## src/rtl/fht_defines.sv

```systemverilog
// Shared defaults and FSM encoding for the FHT streaming front/back-end.
package fht_defines;
    localparam int DEF_D_BIT  = 17;
    localparam int DEF_A_BIT  = 9;
    localparam int DEF_N_BANK = 4;
    localparam int DEF_RD_LAT = 1;
    localparam int LOG2_BANK  = $clog2(DEF_N_BANK);
    localparam int N          = DEF_N_BANK << DEF_A_BIT;

    typedef enum logic [2:0] {
        ST_LOAD,
        ST_START,
        ST_WAIT_BUSY,
        ST_WAIT_DONE,
        ST_UNLOAD
    } state_t;
endpackage

```

## src/rtl/fht_stream_ser.sv

```systemverilog
// Hold register for one row of bank words, serialised lane by lane on a
// valid/ready stream.
module fht_stream_ser
    import fht_defines::*;
#(
    parameter int D_BIT  = DEF_D_BIT,
    parameter int N_BANK = DEF_N_BANK
)(
    input  logic                    iCLK,
    input  logic                    iRESET,
    input  logic                    iLOAD,
    input  logic [N_BANK*D_BIT-1:0] iWORDS,
    input  logic                    iREADY,
    output logic [D_BIT-1:0]        oDATA,
    output logic                    oVALID,
    output logic                    oEMPTY
);
    localparam int LOG2B = $clog2(N_BANK);
    localparam logic [LOG2B-1:0] LANE_LAST = LOG2B'(N_BANK - 1);

    logic [N_BANK*D_BIT-1:0] r_hold;
    logic [LOG2B-1:0]        r_lane;
    logic                    r_valid;
    logic                    w_fire;

    assign w_fire = r_valid & iREADY;
    assign oVALID = r_valid;
    assign oEMPTY = ~r_valid;
    assign oDATA  = r_hold[r_lane*D_BIT +: D_BIT];

    // The hold empties only after the final lane is handed off.
    always_ff @(posedge iCLK or negedge iRESET) begin
        if (!iRESET) begin
            r_hold  <= '0;
            r_lane  <= '0;
            r_valid <= 1'b0;
        end else if (iLOAD) begin
            r_hold  <= iWORDS;
            r_lane  <= '0;
            r_valid <= 1'b1;
        end else if (w_fire) begin
            if (r_lane == LANE_LAST) begin
                r_lane  <= '0;
                r_valid <= 1'b0;
            end else begin
                r_lane <= r_lane + 1'b1;
            end
        end
    end
endmodule

```

## src/rtl/fht_stream_ctrl.sv

```systemverilog
// Streams ADC samples round-robin into the FHT core banks, starts the
// transform, then streams the results back out in natural index order.
module fht_stream_ctrl
    import fht_defines::*;
#(
    parameter int D_BIT  = DEF_D_BIT,
    parameter int A_BIT  = DEF_A_BIT,
    parameter int N_BANK = DEF_N_BANK,
    parameter int RD_LAT = DEF_RD_LAT
)(
    input  logic                    iCLK,
    input  logic                    iRESET,
    input  logic [D_BIT-2:0]        iDATA,
    input  logic                    iVALID,
    output logic                    oREADY,
    output logic [D_BIT-1:0]        oCORE_DATA,
    output logic [A_BIT-1:0]        oCORE_ADDR_WR,
    output logic [N_BANK-1:0]       oCORE_WE,
    output logic                    oCORE_START,
    input  logic                    iCORE_RDY,
    output logic [N_BANK*A_BIT-1:0] oCORE_ADDR_RD,
    input  logic [N_BANK*D_BIT-1:0] iCORE_DATA,
    output logic [D_BIT-1:0]        oDATA,
    output logic                    oVALID,
    input  logic                    iREADY,
    output logic                    oLAST,
    output logic                    oBUSY
);
    localparam int LOG2B = $clog2(N_BANK);
    localparam int CW    = A_BIT + LOG2B;
    localparam logic [CW-1:0] IDX_LAST = '1;
    localparam logic [1:0]    LAT_LAST = 2'(RD_LAT);

    state_t              r_state;
    state_t              w_next;
    logic [CW-1:0]       r_wrCnt;
    logic [CW-1:0]       r_outIdx;
    logic [N_BANK-1:0]   r_we;
    logic [A_BIT-1:0]    r_addrWr;
    logic [D_BIT-1:0]    r_coreData;
    logic                r_start;
    logic [A_BIT:0]      r_rdIdx;
    logic                r_inFlight;
    logic [1:0]          r_latCnt;
    logic                w_ready;
    logic                w_accept;
    logic                w_issue;
    logic                w_capture;
    logic                w_outFire;
    logic                w_serValid;
    logic                w_holdEmpty;
    logic [N_BANK-1:0]   w_weOneHot;

    assign w_accept   = w_ready & iVALID;
    assign w_capture  = r_inFlight & (r_latCnt == LAT_LAST);
    assign w_outFire  = w_serValid & iREADY;
    assign w_weOneHot = {{(N_BANK-1){1'b0}}, 1'b1} << r_wrCnt[LOG2B-1:0];

    assign oREADY        = w_ready;
    assign oCORE_DATA    = r_coreData;
    assign oCORE_ADDR_WR = r_addrWr;
    assign oCORE_WE      = r_we;
    assign oCORE_START   = r_start;
    assign oCORE_ADDR_RD = (r_state == ST_UNLOAD) ? {N_BANK{r_rdIdx[A_BIT-1:0]}} : '0;
    assign oVALID        = w_serValid;
    assign oLAST         = w_serValid & (r_outIdx == IDX_LAST);
    assign oBUSY         = (r_state != ST_LOAD);

    // A new row read is issued only when the hold is empty and nothing is in flight.
    always_comb begin
        w_next  = r_state;
        w_ready = 1'b0;
        w_issue = 1'b0;
        unique case (r_state)
            ST_LOAD: begin
                w_ready = iCORE_RDY & iRESET;
                if (w_ready && iVALID && (r_wrCnt == IDX_LAST))
                    w_next = ST_START;
            end
            ST_START:     w_next = ST_WAIT_BUSY;
            ST_WAIT_BUSY: if (!iCORE_RDY) w_next = ST_WAIT_DONE;
            ST_WAIT_DONE: if (iCORE_RDY) w_next = ST_UNLOAD;
            ST_UNLOAD: begin
                w_issue = w_holdEmpty & ~r_inFlight & ~r_rdIdx[A_BIT];
                if (w_outFire && (r_outIdx == IDX_LAST))
                    w_next = ST_LOAD;
            end
            default: w_next = ST_LOAD;
        endcase
    end

    always_ff @(posedge iCLK or negedge iRESET) begin
        if (!iRESET) begin
            r_state    <= ST_LOAD;
            r_wrCnt    <= '0;
            r_outIdx   <= '0;
            r_we       <= '0;
            r_addrWr   <= '0;
            r_coreData <= '0;
            r_start    <= 1'b0;
            r_rdIdx    <= '0;
            r_inFlight <= 1'b0;
            r_latCnt   <= '0;
        end else begin
            r_state <= w_next;
            r_start <= (r_state == ST_START);
            r_we    <= '0;
            if (w_accept) begin
                r_we       <= w_weOneHot;
                r_addrWr   <= r_wrCnt[CW-1:LOG2B];
                r_coreData <= {iDATA[D_BIT-2], iDATA};
                r_wrCnt    <= r_wrCnt + 1'b1;
            end
            if (w_issue) begin
                r_inFlight <= 1'b1;
                r_latCnt   <= 2'd1;
            end else if (r_inFlight) begin
                if (w_capture) begin
                    r_inFlight <= 1'b0;
                    r_rdIdx    <= r_rdIdx + 1'b1;
                end else begin
                    r_latCnt <= r_latCnt + 1'b1;
                end
            end
            if (w_outFire)
                r_outIdx <= r_outIdx + 1'b1;
            if ((r_state == ST_UNLOAD) && (w_next == ST_LOAD))
                r_rdIdx <= '0;
        end
    end

    fht_stream_ser #(
        .D_BIT  (D_BIT),
        .N_BANK (N_BANK)
    ) u_ser (
        .iCLK   (iCLK),
        .iRESET (iRESET),
        .iLOAD  (w_capture),
        .iWORDS (iCORE_DATA),
        .iREADY (iREADY),
        .oDATA  (oDATA),
        .oVALID (w_serValid),
        .oEMPTY (w_holdEmpty)
    );
endmodule
```

## config.mk

```make
export PLATFORM = sky130hd
export DESIGN_NAME = fht_stream_ctrl
export DESIGN_NICKNAME = d
export VERILOG_FILES = /design/src/rtl/fht_defines.sv /design/src/rtl/fht_stream_ser.sv /design/src/rtl/fht_stream_ctrl.sv
export SDC_FILE = /design/constraint.sdc
export NUM_CORES = 1
export LEC_CHECK = 0
export CAP_MARGIN = 20
export CELL_PAD_IN_SITES_DETAIL_PLACEMENT = 1
export CELL_PAD_IN_SITES_GLOBAL_PLACEMENT = 2
export CORE_ASPECT_RATIO = 0.9
export CORE_UTILIZATION = 27
export DETAILED_ROUTE_END_ITERATION = 16
export PLACE_DENSITY = 0.85
export SLEW_MARGIN = 5
export SYNTH_ARGS = -nofsm -noshare
export SYNTH_HDL_FRONTEND = slang
export SYNTH_SLANG_ARGS = --single-unit
export TNS_END_PERCENT = 30
```

## constraint.sdc

```tcl
create_clock -name iCLK -period 2 [get_ports iCLK]
set_clock_uncertainty 0.2 [all_clocks]
set_input_delay 0.4 -clock iCLK [delete_from_list [all_inputs] [get_ports iCLK]]
set_output_delay 0.4 -clock iCLK [all_outputs]
set_load 0.05 [all_outputs]
```

### After elaboration in Yosys (flattened, before gate mapping)

Cells that the tools add are included.

| word-level totals | value |
|---|---|
| flip-flop bits (word level) | 139 |
| logic and storage cells | 81 |

| operators by class | value |
|---|---|
| add/subtract/negate cells | 5 |
| multipliers | 1 |
| equal/unequal tests | 10 |
| shifts and indexed selects | 2 |
| muxes and demuxes | 25 |
| bitwise gates (word level) | 10 |
| reductions and logical operators | 15 |

Operator list:

| cell | number |
|---|---|
| $shiftx A68 B8 Y17 | 1 |
| $mux W10 | 4 |
| $mux W36 | 1 |
| $add A11 B1 Y11 const B | 2 |
| $eq A11 B11 Y1 const B | 2 |
| $pmux W3 S5 | 1 |
| $mux W2 | 6 |
| $mux W3 | 4 |
| $add A10 B1 Y10 const B | 1 |
| $reduce_bool A2 Y1 | 5 |
| $mux W1 | 8 |
| $and A1 B1 Y1 | 7 |
| $mul A2 B5 Y7 const B | 1 |
| $eq A3 B2 Y1 const B | 2 |
| $logic_not A3 Y1 | 2 |
| $add A2 B1 Y2 const B | 2 |
| $logic_and A1 B1 Y1 | 4 |
| $mux W4 | 1 |
| $reduce_and A2 Y1 | 2 |
| $shl A1 B2 Y4 const A | 1 |
| $eq A3 B1 Y1 const B | 1 |
| $eq A3 B3 Y1 const B | 1 |
| $not A1 Y1 | 3 |
| $reduce_and A3 Y1 | 1 |
| other kinds (5) | 5 |

### Depth between registers and ports, before layout

Gate-level depths: netlist of the first run.

| depth | value |
|---|---|
| word-level depth | 9 |
| depth in mapped cells | 7 |

### By module

Synthesis of the first run repeated with hierarchy kept, for this count alone.

| unflattened totals | value |
|---|---|
| cells, all modules | 446 |
| area total of the unflattened synthesis | 6,306.0 um2 |

Modules (own cells, without submodules):

| module | instances | cells an instance | area each (um2) |
|---|---|---|---|
| fht_stream_ctrl | 1 | 268 | 3,195.6 |
| fht_stream_ser | 1 | 178 | 3,110.5 |

### Worst setup path before layout of the first run

Ideal clock, no wire load.

| path | value |
|---|---|
| kind | register to output |
| start point | reg r_outIdx[6] |
| end point | out oLAST |
| data arrival time | 1.971 ns |
| path slack | -0.571 ns |
| cell stages (with the launch flop) | 4 |
| path buffers | 0 |
| cells stage by stage | dfrtp_1 nand3_1 or3_1 nor3_1 |

| on the way | value |
|---|---|
| longest elaborated chain between the ends | 2 |

RTL lines:

| what | line | text |
|---|---|---|
| from (decl) | fht_stream_ctrl.sv:37 | `logic [CW-1:0] r_outIdx;` |
| from (signal assigned) | fht_stream_ctrl.sv:126 | `r_outIdx <= r_outIdx + 1'b1;` |
| $eq A11 B11 Y1 | fht_stream_ctrl.sv:66 | `assign oLAST = w_serValid & (r_outIdx == IDX_LAST);` |
| $and A1 B1 Y1 | fht_stream_ctrl.sv:66 |  |
| to (decl) | fht_stream_ctrl.sv:26 | `output logic oLAST,` |

No other way between the ends.

### Worst setup path after layout of the first run

| path | value |
|---|---|
| start point | reg u_ser.r_lane[0] |
| end point | out oDATA[6] |

| on the way | value |
|---|---|
| longest elaborated chain between the ends | 2 |

RTL lines:

| what | line | text |
|---|---|---|
| from (decl) | fht_stream_ser.sv:22 | `logic [LOG2B-1:0] r_lane;` |
| from (signal assigned) | fht_stream_ser.sv:46 | `r_lane <= r_lane + 1'b1;` |
| $mul A2 B5 Y7 | fht_stream_ser.sv:29 | `assign oDATA = r_hold[r_lane*D_BIT +: D_BIT];` |
| $shiftx A68 B8 Y17 | fht_stream_ser.sv:29 |  |
| to (decl) | fht_stream_ctrl.sv:23 | `output logic [D_BIT-1:0] oDATA,` |

No other way between the ends.

==> results of run 1 <==
==> worst max-delay path by stage <==
stage                                start                      to  cells after the start
3_5_place_dp                        iREADY  r_rdIdx[6]$_DFFE_PN0P_                      6
3_3_place_gp                        iREADY  r_rdIdx[5]$_DFFE_PN0P_                      6
5_1_grt        u_ser.r_lane[0]$_DFFE_PN0P_                oDATA[3]                      3
6_report       u_ser.r_lane[0]$_DFFE_PN0P_                oDATA[6]                      3
2_1_floorplan      r_outIdx[6]$_DFFE_PN0P_                   oLAST                      3
4_1_cts        u_ser.r_lane[0]$_DFFE_PN0P_                oDATA[9]                      3
==> report_power, final <==
part / total, uW / switching, uW / internal, uW / leakage (uW)
Clock: 3120 / 1360 / 1760 / 0.000273
Combinational: 1630 / 901 / 729 / 0.00236
Sequential: 3250 / 221 / 3030 / 0.00146
Total: 8000 / 2490 / 5520 / 0.00410
==> Yosys cell counts (all sizes together) (8+ instances only) <==
cell type / number / area (um^2)
nand2: 231 / 867
dfrtp: 139 / 3480
buf: 36 / 270
mux2: 25 / 282
xnor2: 23 / 201
nor2: 20 / 85.1
clkbuf: 17 / 63.8
mux4: 17 / 383
and3: 10 / 62.6
inv: 10 / 37.5
nand3: 10 / 55.1
nor3: 10 / 61.3
nand4: 9 / 56.3
ha: 8 / 100
==> metrics by stage <==
stage	setup TNS [ns]	instance area (um^2)	cells	power [uW]
6_report	-12.90	9480	1083	8000
5_1_grt	-17.13	9480	1083	8360
4_1_cts	-15.36	9450	1083	8120
3_5_place_dp	-2.98	8730	1049	4940
3_3_place_gp	-2.09	8730	1049	4890
2_1_floorplan	-1.56	6250	596	4200
==> worst max-delay path: cells and delay by family (launching register included) <==
kind | cells | cell delay [ns]
buffers and inverters | 2 | 0.35
flip-flops | 1 | 0.42
multiplexers | 1 | 0.53
==> what timing repair did <==
item	in CTS	in global routing
endpoints found under the hold margin	6	0
gates cloned	0	0
setup endpoints to repair	56	56
hold buffers	2	0
resized for setup	25	9
pin swaps	3	0
==> cell families after synthesis <==
family	count (synthesis)	synth area share
compound gates	8	0.00764
xor+xnor	30	0.0422
fa+ha+maj	8	0.0161
buf+inv	63	0.0597
flops	139	0.559
mux	42	0.107
simple gates	306	0.209
==> layer usage <==
layer | GRT usage | routed length (um) | part of all wire
met2 | 0.246 | 8510 | 0.51
met5 | 0 | 0 | 0
met3 | 0.0313 | 501 | 0.030
met1 | 0.204 | 7490 | 0.45
met4 | 0.0396 | 202 | 0.012
==> state kept, by name, indices dropped and copies added, names as in the netlist <==
signal,flops
u_ser.r_hold,68
r_inFlight,1
oCORE_START,1
r_outIdx,11
u_ser.r_lane,2
oCORE_ADDR_WR,9
oCORE_DATA,16
r_state,3
r_rdIdx,10
u_ser.oVALID,1
oCORE_WE,4
r_wrCnt,11
r_latCnt,2
==> cell type report <==
| type | instances | area (um^2) |
|---|---|---|
| clock buffer | 17 | 425 |
| clock inverter | 15 | 158 |
| fill | 2435 | 13100 |
| inverter | 10 | 37.5 |
| multi-input combinational | 394 | 2450 |
| sequential | 139 | 3480 |
| tap | 297 | 372 |
| timing repair buffer | 211 | 2550 |
==> qor.yml, run 1 <==
logic_synthesis:
  yosys_warnings: 0
  async_flop_share: 1.00
  synth_ff_type: "dfrtp_1"
  synth_cell_type_count: 34
  synthCells: 596
  syn-cell-area_mm2: 0.00622
  syn_nets: 693
  syn-mean-instance-area_um2: 10.4
  synth_seq_cells: 139
  synth-edff-count: 0
  yosysSeqAreaShare: 0.559
setup_path:
  required_ns: 1.40
  rr_endpoint: "oCORE_ADDR_WR[2]$_DFFE_PN0P_"
  worstRegToRegCells: 4
  r2r-start: "r_state[1]$_DFF_PN0_"
  cp_slowest_cell: "mux4_2"
  startpoint_type: "register"
  critPathMaxStageDelay_ns: 0.53
  crit_path_max_fanout: 11
  critPathCaptureType: "primary output"
  crit_chain: "buf_12 > mux4_2 > buf_6"
  crit_arrival_ns: 1.72
  ff2ff_setup_slack_ns: 0.08
  path_class: "register to primary output"
routing:
  drcViolationCount: 0
  routedWlPerCell_um: 15.4
  vias: 4719
  viasPerCell: 4.36
  drtIter0Drc: 261
  drt-pass1-iter-count: 4
  antenna_left: 0
  wl_mm: 16.7
timing:
  worstMarginPinSlew_ns: 0.761
  post-route-period-util: 1.16
  finalWorstSetupSlack_ns: -0.317
  whs_ns: 0.214
  rsz0062_at_grt: "true"
  period_minus_slack_ns: 2.32
  max_freq_mhz: 432
  slew-limit-headroom: 0.493
  hold_viol_final: 0
  maxSlewViolCount: 0
  setup_viol_count_final: 56
global_route:
  grt_max_degree: 134
  grt_pass1_vias: 5113
  antenna_found_initial: 0
  grt_use_total: 0.151
  grt_pass1_wl_mm: 28.1
  overflow: 0
floorplan:
  die_h_um: 146
  io_pins: 177
  coreArea_mm2: 0.0226
  start_util: 0.276
  die_w_um: 162
  rows: 52
  dieArea_mm2: 0.0237
layout:
  final_common_cell: "nand2_1"
  final_nets: 870
  drive_gt1_frac: 0.277
  mostFrequentLayoutCells: "nand2_1 (230), dfrtp_1 (137), clkdlybuf4s50_1 (87), buf_12 (53), buf_4 (47)"
  diodes: 0
  fin_util: 0.420
  area_growth_pct: 52.3
clocking:
  cts-htree-levels: 4
  clock_latency_ns: 0.42
  cts_setup_buffers: 0
  numCtsBuffers: 17
  ctsLongestPathBuffers: 2
  cts.clk_slew.worst_paths_ns: 0.06
  clockRootBuffer: "clkbuf_16"
  cts_tree: "done"
  cts.sinks: 139
power:
  irDropWorstVdd_v: 0.000492
  power_density_mw_per_mm2: 845
  p_leak_uw: 0.00410
run_status:
  status: "complete, but fails checks"
  violations: "negative setup slack"
min_path:
  hp-class: "input port to async pin"
placement:
  dp_hpwl_mm: 12.0
  port_buffers: 176
  dp_slack_ns: -0.199
  place_congestion: 0.697
job:
  drv_cap: 0
Power figures use the tool's default switching activity.
==> run 2: changes to the inputs <==
Settings changed: CTS_CLUSTER_DIAMETER set to 50, TNS_END_PERCENT 30 to unset.
==> run 2 against run 1 <==
Net effect:
- the run still ends with negative setup slack left
- count of clock-buffer cells in the layout up 1
- combinational power grew 7%
- worst setup slack gained 0.0073 ns
- critical path depth unchanged
- non-clock buffer count is 10 higher
- global-route usage is 0.066 points lower
- power up 2.5%
- maximum frequency grew 0.32%
- first-iteration DRC count decreased by 28%
- hold slack improved by 0.058 ns
- die area stayed put
==> qor.yml, run 2 (synthesized netlist as in run 1, its figures left out) <==
clocking:
  clock_latency_ns: 0.42  # about the same
  clockRootBuffer: "clkbuf_16"
  ctsLongestPathBuffers: 2  # unchanged
  cts-htree-levels: 4  # unchanged
  cts_tree: "done"
  cts.clk_slew.worst_paths_ns: 0.07  # about the same
  numCtsBuffers: 17  # unchanged
  cts.sinks: 139  # unchanged
global_route:
  grt_use_total: 0.151  # -0.000659
  grt_max_degree: 123  # -8.2%
  overflow: 0  # unchanged
  grt_pass1_vias: 4988  # -2.4%
  grt_pass1_wl_mm: 27.8  # -1.2%
  antenna_found_initial: 0  # unchanged
routing:
  wl_mm: 17.9  # +6.9%
  routedWlPerCell_um: 16.3  # +5.9%
  antenna_left: 0  # unchanged
  drcViolationCount: 0  # unchanged
  vias: 4762  # +0.91%
  drtIter0Drc: 188  # -28%
  viasPerCell: 4.36  # about the same
  drt-pass1-iter-count: 4  # unchanged
setup_path:
  startpoint_type: "register"
  cp_slowest_cell: "mux4_2"
  crit_chain: "buf_12 > mux4_2 > buf_6"
  critPathCaptureType: "primary output"
  cpLargestDelayFamily: "multiplexers"
  crit_arrival_ns: 1.71  # about the same
  critPathMaxStageDelay_ns: 0.53  # about the same
  worst-path-buf-inv: 2  # unchanged
  crit_path_max_fanout: 10  # -1
  path_class: "register to primary output"
  required_ns: 1.40  # about the same
timing:
  slew-limit-headroom: 0.546  # +0.0533
  rsz0062_at_grt: "true"
  period_minus_slack_ns: 2.31  # -0.00732 ns
  maxSlewViolCount: 0  # unchanged
  setup_viol_count_final: 69  # +23%
  post-route-period-util: 1.15  # -0.00366
  max_freq_mhz: 433  # +0.32%
  worstMarginPinSlew_ns: 0.681  # -0.0799 ns
  hold_viol_final: 0  # unchanged
  whs_ns: 0.271  # +0.0576 ns
  finalWorstSetupSlack_ns: -0.309  # +0.00732 ns
layout:
  area_growth_pct: 55.5
  drive_gt1_frac: 0.291  # +0.0141
  final_nets: 880  # +1.1%
  top_register: "u_ser.r_hold"
  mostFrequentLayoutCells: "nand2_1 (229), dfrtp_1 (137), clkdlybuf4s50_1 (87), buf_4 (57), buf_12 (48)"
  fill_cells: 2439  # +0.16%
  seqCellArea_mm2: 0.00348  # unchanged
  largest_reg_flops: 68  # unchanged
  final_common_cell: "nand2_1"
  diodes: 0  # unchanged
  multi_input_area_mm2: 0.00257  # +4.8%
power:
  power.internal_uw: 5710  # +3.5%
  power_density_mw_per_mm2: 848  # +0.39%
  power_frac_comb: 0.212  # +0.008
  switchingPower_uw: 2490  # +0.31%
  p_leak_uw: 0.00422  # +3.1%
  irDropWorstVdd_v: 0.000410  # -17%
  switching_share: 0.304  # -0.00661
  power_frac_seq: 0.399  # -0.008
  clock_power_share: 0.389  # about the same
min_path:
  hp-class: "register to register"
placement:
  dp_hpwl_mm: 11.8  # -1.4%
  place_congestion: 0.754  # +8.3%
  dp_slack_ns: -0.177  # +0.0217 ns
  port_buffers: 176  # unchanged
floorplan:
  dieArea_mm2: 0.0237  # unchanged
  coreArea_mm2: 0.0226  # unchanged
  die_h_um: 146  # unchanged
  start_util: 0.276  # unchanged
  io_pins: 177  # unchanged
  rows: 52  # unchanged
  die_w_um: 162  # unchanged
run_status:
  violations: "negative setup slack"
  status: "complete, but fails checks"
job:
  drv_cap: 0  # unchanged
==> run 2: area by class of cell <==
type,instances,area share
clock inverter,14,0.0164
multi-input combinational,394,0.266
timing repair buffer,221,0.272
inverter,10,0.00388
sequential,139,0.360
tap,297,0.0384
clock buffer,18,0.0443
==> run 2: routing by layer <==
metal	share of wire	global-route usage
met1	0.44	0.196
met2	0.51	0.248
met3	0.028	0.0338
met4	0.022	0.0472
met5	0	0
==> run 2: path summary, 6_finish.rpt <==
check                      cells past startpoint                      endpoint  slack (ns)                         start
setup / recovery                               3                      oDATA[1]       -0.31   u_ser.r_lane[0]$_DFFE_PN0P_
hold reg to reg                                2  u_ser.r_hold[44]$_DFFE_PN0P_        0.27  u_ser.r_hold[44]$_DFFE_PN0P_
min in group asynchronous                      3    oCORE_DATA[15]$_DFFE_PN0P_        0.45                        iRESET
hold / removal                                 2  u_ser.r_hold[44]$_DFFE_PN0P_        0.27  u_ser.r_hold[44]$_DFFE_PN0P_
max in group asynchronous                      3  u_ser.r_hold[60]$_DFFE_PN0P_        0.52                        iRESET
setup reg to reg                               6    oCORE_DATA[12]$_DFFE_PN0P_       -0.01          r_state[1]$_DFF_PN0_
==> run 2: power groups by stage <==
stage          Clock (uW)  Combinational, uW  Sequential, uW
2_1_floorplan           0                612            3590
3_3_place_gp            0               1610            3280
3_5_place_dp            0               1630            3300
4_1_cts              3260               1680            3250
5_1_grt              3370               1870            3310
6_report             3190               1740            3270
==> run 2: timing repair <==
action,4_1_cts,5_1_grt
hold buffers,1,0
endpoints found under the setup margin,56,83
pin swaps,8,4
gates resized for setup,39,34
buffers inserted,10,2
hold endpoints to repair,139,0
gates cloned,1,3
==> run 2: worst reg2reg max path: cells and delay by family, from the launching register on <==
| family | cells | cell delay (ns) |
|---|---|---|
| mux | 1 | 0.30 |
| simple gates | 2 | 0.53 |
| flops | 1 | 0.42 |
| buf+inv | 3 | 0.46 |
==> run 2: metrics by stage <==
| step | total power (uW) | cells | TNS (ns) | util | area [um^2] |
|---|---|---|---|---|---|
| finish | 8200 | 1093 | -11.95 | 0.429 | 9680 |
| global route | 8540 | 1093 | -17.06 | 0.429 | 9680 |
| CTS | 8190 | 1088 | -12.74 | 0.419 | 9460 |
| detailed placement | 4930 | 1044 | -4.12 | 0.382 | 8620 |
| global placement | 4890 | 1044 | -2.79 | 0.382 | 8620 |
| floorplan | 4200 | 596 | -0.145 | - | 6260 |
